[config.mk]
export PLATFORM = sky130hd
export DESIGN_NAME = counter_exerciser
export DESIGN_NICKNAME = d
export VERILOG_FILES = /design/src/rtl/cnt_ex_pkg.sv /design/src/rtl/cnt_ex_model.sv /design/src/rtl/counter_exerciser.sv
export SDC_FILE = /design/constraint.sdc
export NUM_CORES = 1
export LEC_CHECK = 0
export BUFFER_PORTS_ARGS = -buffer_cell sky130_fd_sc_hd__buf_2
export CAP_MARGIN = 20
export CORE_MARGIN = 3
export CORE_UTILIZATION = 45
export DETAILED_ROUTE_END_ITERATION = 12
export HOLD_SLACK_MARGIN = 0.02
export PLACE_DENSITY = 0.66
export REMOVE_ABC_BUFFERS = 1
export SLEW_MARGIN = 20
export SYNTH_ARGS = -nofsm -noshare
export SYNTH_HDL_FRONTEND = slang
export SYNTH_SLANG_ARGS = --single-unit
[constraint.sdc]
create_clock -name clk -period 3.65 [get_ports clk]
set_input_delay 0.365 -clock clk [delete_from_list [all_inputs] [get_ports clk]]
set_output_delay 0.365 -clock clk [all_outputs]
set_load 0.03 [all_outputs]
[src/rtl/cnt_ex_pkg.sv]
// Shared types and constants for the counter exerciser.
package cnt_ex_pkg;

  localparam int unsigned WIDTH_DEFAULT = 8;
  localparam int unsigned RUN_LEN_W     = 8;
  localparam int unsigned ERR_CNT_W     = 8;

  typedef enum logic [2:0] {
    ST_IDLE,
    ST_LOAD,
    ST_COUNT,
    ST_HOLD,
    ST_FINAL
  } state_e;

  typedef enum logic [1:0] {
    ERR_NONE = 2'b00,
    ERR_LOAD = 2'b01,
    ERR_INC  = 2'b10,
    ERR_HOLD = 2'b11
  } err_code_e;

  // Error type attributed to a cycle driven from the given state; NONE for undriven states.
  function automatic err_code_e phase_code(input state_e st);
    case (st)
      ST_LOAD:  phase_code = ERR_LOAD;
      ST_COUNT: phase_code = ERR_INC;
      ST_HOLD:  phase_code = ERR_HOLD;
      default:  phase_code = ERR_NONE;
    endcase
  endfunction

endpackage

[src/rtl/cnt_ex_model.sv]
// Expected-value model of the counter under test and the one-cycle-late compare of cout.
module cnt_ex_model
  import cnt_ex_pkg::*;
#(
  parameter int unsigned WIDTH = WIDTH_DEFAULT
) (
  input  logic             clk,
  input  logic             reset,
  input  err_code_e        drv_phase,
  input  logic             drv_load,
  input  logic             drv_enable,
  input  logic [WIDTH-1:0] drv_data,
  input  logic [WIDTH-1:0] cout,
  output logic             mismatch_c,
  output err_code_e        chk_phase
);

  logic [WIDTH-1:0] exp_q, exp_d;
  logic             chk_q, chk_d;
  err_code_e        phase_q, phase_d;
  logic [WIDTH-1:0] base;

  assign chk_phase = phase_q;

  // After a mismatch the model re-aligns to the observed count, so each faulty step is reported once.
  always_comb begin
    mismatch_c = chk_q && (cout != exp_q);
    base       = mismatch_c ? cout : exp_q;
    exp_d      = base;
    if (drv_load) begin
      exp_d = drv_data;
    end else if (drv_enable) begin
      exp_d = base + WIDTH'(1);
    end
    chk_d   = (drv_phase != ERR_NONE);
    phase_d = drv_phase;
  end

  always_ff @(posedge clk or posedge reset) begin
    if (reset) begin
      exp_q   <= '0;
      chk_q   <= 1'b0;
      phase_q <= ERR_NONE;
    end else begin
      exp_q   <= exp_d;
      chk_q   <= chk_d;
      phase_q <= phase_d;
    end
  end

endmodule

[src/rtl/counter_exerciser.sv]
// Drives a load/count/hold sequence into an external counter and scores its returned count.
// HOLD_CYCLES must be at least 1.
module counter_exerciser #(
  parameter int unsigned WIDTH       = cnt_ex_pkg::WIDTH_DEFAULT,
  parameter int unsigned HOLD_CYCLES = 2
) (
  input  logic             clk,
  input  logic             reset,
  input  logic             start,
  input  logic [WIDTH-1:0] cfg_load_value,
  input  logic [7:0]       cfg_run_len,
  input  logic [WIDTH-1:0] cout,
  output logic             load,
  output logic             enable,
  output logic [WIDTH-1:0] data,
  output logic             busy,
  output logic             done,
  output logic             pass,
  output logic [7:0]       err_count,
  output logic [1:0]       err_code
);

  import cnt_ex_pkg::*;

  localparam int unsigned CNT_W = (HOLD_CYCLES > 256) ? $clog2(HOLD_CYCLES) : 8;

  state_e               state_q, state_d;
  logic [WIDTH-1:0]     load_val_q, load_val_d;
  logic [RUN_LEN_W-1:0] run_len_q, run_len_d;
  logic [CNT_W-1:0]     cnt_q, cnt_d;
  logic                 load_q, load_d;
  logic                 enable_q, enable_d;
  logic [WIDTH-1:0]     data_q, data_d;
  logic                 busy_q, busy_d;
  logic                 done_q, done_d;
  logic                 pass_q, pass_d;
  logic [ERR_CNT_W-1:0] err_count_q, err_count_d;
  err_code_e            err_code_q, err_code_d;
  logic                 start_acc;
  logic                 mismatch_c;
  err_code_e            chk_phase;

  assign load      = load_q;
  assign enable    = enable_q;
  assign data      = data_q;
  assign busy      = busy_q;
  assign done      = done_q;
  assign pass      = pass_q;
  assign err_count = err_count_q;
  assign err_code  = err_code_q;

  cnt_ex_model #(
    .WIDTH (WIDTH)
  ) u_model (
    .clk        (clk),
    .reset      (reset),
    .drv_phase  (phase_code(state_q)),
    .drv_load   (load_q),
    .drv_enable (enable_q),
    .drv_data   (data_q),
    .cout       (cout),
    .mismatch_c (mismatch_c),
    .chk_phase  (chk_phase)
  );

  // Sequencer: next state, phase length counter and captured configuration.
  always_comb begin
    state_d    = state_q;
    load_val_d = load_val_q;
    run_len_d  = run_len_q;
    cnt_d      = cnt_q;
    start_acc  = 1'b0;
    case (state_q)
      ST_IDLE: begin
        if (start) begin
          state_d    = ST_LOAD;
          load_val_d = cfg_load_value;
          run_len_d  = cfg_run_len;
          start_acc  = 1'b1;
        end
      end
      ST_LOAD: begin
        cnt_d   = '0;
        state_d = (run_len_q == '0) ? ST_HOLD : ST_COUNT;
      end
      ST_COUNT: begin
        if (cnt_q == CNT_W'(run_len_q) - CNT_W'(1)) begin
          cnt_d   = '0;
          state_d = ST_HOLD;
        end else begin
          cnt_d = cnt_q + CNT_W'(1);
        end
      end
      ST_HOLD: begin
        if (cnt_q == CNT_W'(HOLD_CYCLES - 1)) begin
          cnt_d   = '0;
          state_d = ST_FINAL;
        end else begin
          cnt_d = cnt_q + CNT_W'(1);
        end
      end
      ST_FINAL: state_d = ST_IDLE;
      default:  state_d = ST_IDLE;
    endcase
  end

  // Results: cleared on an accepted start, scored per mismatch; pass folds in the check landing in FINAL.
  always_comb begin
    pass_d      = pass_q;
    err_count_d = err_count_q;
    err_code_d  = err_code_q;
    if (start_acc) begin
      pass_d      = 1'b0;
      err_count_d = '0;
      err_code_d  = ERR_NONE;
    end else if (mismatch_c) begin
      if (err_count_q != '1) begin
        err_count_d = err_count_q + ERR_CNT_W'(1);
      end
      if (err_code_q == ERR_NONE) begin
        err_code_d = chk_phase;
      end
    end
    if (state_q == ST_FINAL) begin
      pass_d = (err_count_d == '0);
    end
  end

  // Outputs are decoded from the next state so the registered values line up with state_q.
  always_comb begin
    load_d   = (state_d == ST_LOAD);
    enable_d = (state_d == ST_LOAD) || (state_d == ST_COUNT);
    data_d   = (state_d == ST_LOAD) ? load_val_d : '0;
    busy_d   = (state_d != ST_IDLE);
    done_d   = (state_d == ST_FINAL);
  end

  always_ff @(posedge clk or posedge reset) begin
    if (reset) begin
      state_q     <= ST_IDLE;
      load_val_q  <= '0;
      run_len_q   <= '0;
      cnt_q       <= '0;
      load_q      <= 1'b0;
      enable_q    <= 1'b0;
      data_q      <= '0;
      busy_q      <= 1'b0;
      done_q      <= 1'b0;
      pass_q      <= 1'b0;
      err_count_q <= '0;
      err_code_q  <= ERR_NONE;
    end else begin
      state_q     <= state_d;
      load_val_q  <= load_val_d;
      run_len_q   <= run_len_d;
      cnt_q       <= cnt_d;
      load_q      <= load_d;
      enable_q    <= enable_d;
      data_q      <= data_d;
      busy_q      <= busy_d;
      done_q      <= done_d;
      pass_q      <= pass_d;
      err_count_q <= err_count_d;
      err_code_q  <= err_code_d;
    end
  end

endmodule
==> qor.yml <==
portBuffers: 49
slowest_delay_ns: 0.49
clockBufferDepth: 2
path_clk_slew_ns: 0.10
final_layout_size_suffix_gt1_share_pct: 22.5
rsz0062_at_grt: "false"
period_share_pct: 77.1
crit_buf_inv: 1
syn_area_per_cell_um2: 9.68
power_density_nw_per_um2: 774
ctsHoldBuffers: 0
hold_viol: 0
async_reset_ff_share_pct: 100
synthAdderAreaFrac_pct: 2.13
post-cts-setup-buffers: 0
max_slew.worst_pin.slew_ns: 0.637
syn_area_um2: 2940
slew_violations: 0
cts_buffers: 5
synth_top_flop_cell: "dfrtp_1"
yosys-top-cells-count: "dfrtp_1 (53), nand2_1 (25), o21ai_0 (23), nor2_1 (22), xnor2_1 (18)"
yosysMostFrequentCell: "dfrtp_1"
area_growth_pct: 14.5
arrival_ns: 2.97
ios: 50
cp_top_family: "compound AO/OA/AOI/OAI gates"
n_antenna_cell: 0
p_leak_nw: 1.54
slew_headroom_pct: 57.2
finalNonFillerCells: 426
pre_cts_slack_ns: 0.874
grt_max_degree: 31
crit_chain: "inv_1, ha_1, or4b_4, or3_1, a2111oi_2, o211ai_2, o21ai_4, o32ai_1"
fin_ws_ns: 0.834
gr-total-overflow: 0
num_vias: 2322
dr.first_iter.drc_count: 95
synth_seq_cells: 53
synth_top_cell_area_share_pct: 45.1
firstDrtPassIters: 4
die_x_um: 86.9
synth_xor_area_share_pct: 10.4
yosysWarnings: 0
antenna_found_initial: 0
power.total_mw: 2.61
coreArea_um2: 6130
finalSetupViolCount: 0
root_buffer: "clkbuf_8"
post-route-util_pct: 54.9
r2r_slack_ns: 0.83
worst_path_max_delay_cell: "or4b_4"
initial_core_util_pct: 48.0
cp_data_required_time_ns: 3.81
status: "complete, no violations"
final_antenna_net_count: 0
h-tree-depth: 2
path_max_fanout: 7
gp_congestion: 0.818
synth_compound_area_share_pct: 14.5
track_usage_pct: 16.3
startpoint: "run_len_q[0]"
final_nets: 382
vdd_ir_drop_max_uv: 468
cts_sinks: 53
ys_types: 48
muxShareOfSynthArea_pct: 4.42
hpwl_um: 4300
period_minus_slack_ns: 2.82
fmax_mhz: 355
dieArea_um2: 7550
fin_worst_skew_ns: 0.0106
startpoint_type: "flip-flop"
synth_area_leader_cell: "dfrtp_1"
tritoncts: "built"
drt_wl_total_um: 5910
r2r_end: "cnt_q[6]"
dp_cells: 418
synthCells: 304
ctsResizeCount: 0
hold_class: "input port to async pin"
drv_cap: 0
yosys.area_share.simple_pct: 20.3
crit_path_end: "cnt_q[6]"
end_kind: "flip-flop"
insertion_delay_ns: 0.30
synthTopCellsByArea: "dfrtp_1 (45%), xnor2_1 (5.4%), xor2_1 (5.1%)"
grt_pass1_wl_um: 9970
cp_num_cells: 8
first_global_vias: 2205
fp-row-count: 28
die_h_um: 86.9
reg2regPathDepth: 8
synth_edf_count: 0
viasPerCell: 5.45
synth_top_family_by_area: "simple AND/OR/NAND/NOR gates"
ys_seq_area_share_pct: 45.1
r2r_start: "run_len_q[0]"
wl_per_cell_um: 13.9
drcViolationCount: 0
worstSetupPathType: "flip-flop to flip-flop"
[per-stage QoR]
step	hold WS, ns	area [um2]	TNS (ns)
after global placement	0.456	3270	0
after global routing	0.182	3370	0
after floorplan	0.473	2890	-0.0354
after detailed placement	0.466	3270	0
final	0.131	3370	0
after CTS	0.153	3370	0
[metal layers]
layer | global-route usage, % | vias up | part of all wire [%]
li1 | - | 1176 | -
met1 | 21.6 | 1100 | 48
met2 | 27.7 | 44 | 47
met3 | 3.12 | 2 | 4.6
met4 | 3.26 | 0 | 0.46
met5 | 0 | - | 0
[final cells by class]
cell class	count	area, um2
clock inverters	2	13.8
repair buffers	54	283
clock buffers	6	82.6
inverters	9	33.8
fillers	581	2760
flip-flops and latches	53	1330
well taps	75	93.8
multi-input cells	227	1540
[state kept, by name, indices dropped and copies added, names as in the netlist]
register           count
load                   1
data                   8
pass                   1
err_code               2
state_q                3
cnt_q                  8
done                   1
u_model.chk_q          1
run_len_q              8
u_model.chk_phase      2
busy                   1
u_model.exp_q          8
err_count              8
enable                 1
[worst min path at each step]
| stage | endpoint | cells after the start | startpoint |
|---|---|---|---|
| floorplan | err_code[0] | 2 | u_model.chk_phase[0] |
| global placement | u_model.exp_q[2] | 2 | data[2] |
| detailed placement | u_model.exp_q[0] | 2 | data[0] |
| CTS | err_count[6] | 2 | reset |
| global route | data[7] | 2 | reset |
| finish | err_count[5] | 2 | reset |
[kinds of logic (layout without fill, tap and decap cells)]
logic type	after synthesis	in the layout
adders and majority gates	5	5
buffers and inverters	24	71
AOI/OAI and AO/OA	63	63
DFF	53	53
xor gates and xnor gates	35	35
and+or+nand+nor	112	112
muxes	12	12
[report_power, final]
part	total [mW]	leakage [nW]	internal (mW)	switching [mW]
sequential	1.09	0.661	0.796	0.291
clock	0.347	0.0512	0.154	0.193
combinational	1.17	0.830	0.530	0.642
total	2.61	1.54	1.48	1.13
[placed cells by master, fill, tap and decap left out, types with 3 or more instances in the layout]
master    count
a211oi_1      4
a21oi_1       7
a31oi_1       6
and2_1       12
and3_1       12
and4_1        3
buf_2        49
buf_4         5
clkbuf_8      6
dfrtp_1      53
ha_1          5
inv_1         8
mux2_2        8
mux2i_1       4
nand2_1      25
nand2b_1      5
nand3_1       8
nand4_1       5
nor2_1       22
nor3_1        6
nor4_1        4
o21ai_0      23
o32ai_1       4
xnor2_1      18
xor2_1       17
[worst register-to-register path, cell delays in order, from the launching register on]
cell       delay [ns]
dfrtp_1          0.42
inv_1            0.08
ha_1             0.24
or4b_4           0.49
or3_1            0.34
a2111oi_2        0.46
o211ai_2         0.24
o21ai_4          0.27
o32ai_1          0.12
Power figures use the tool's default switching activity.
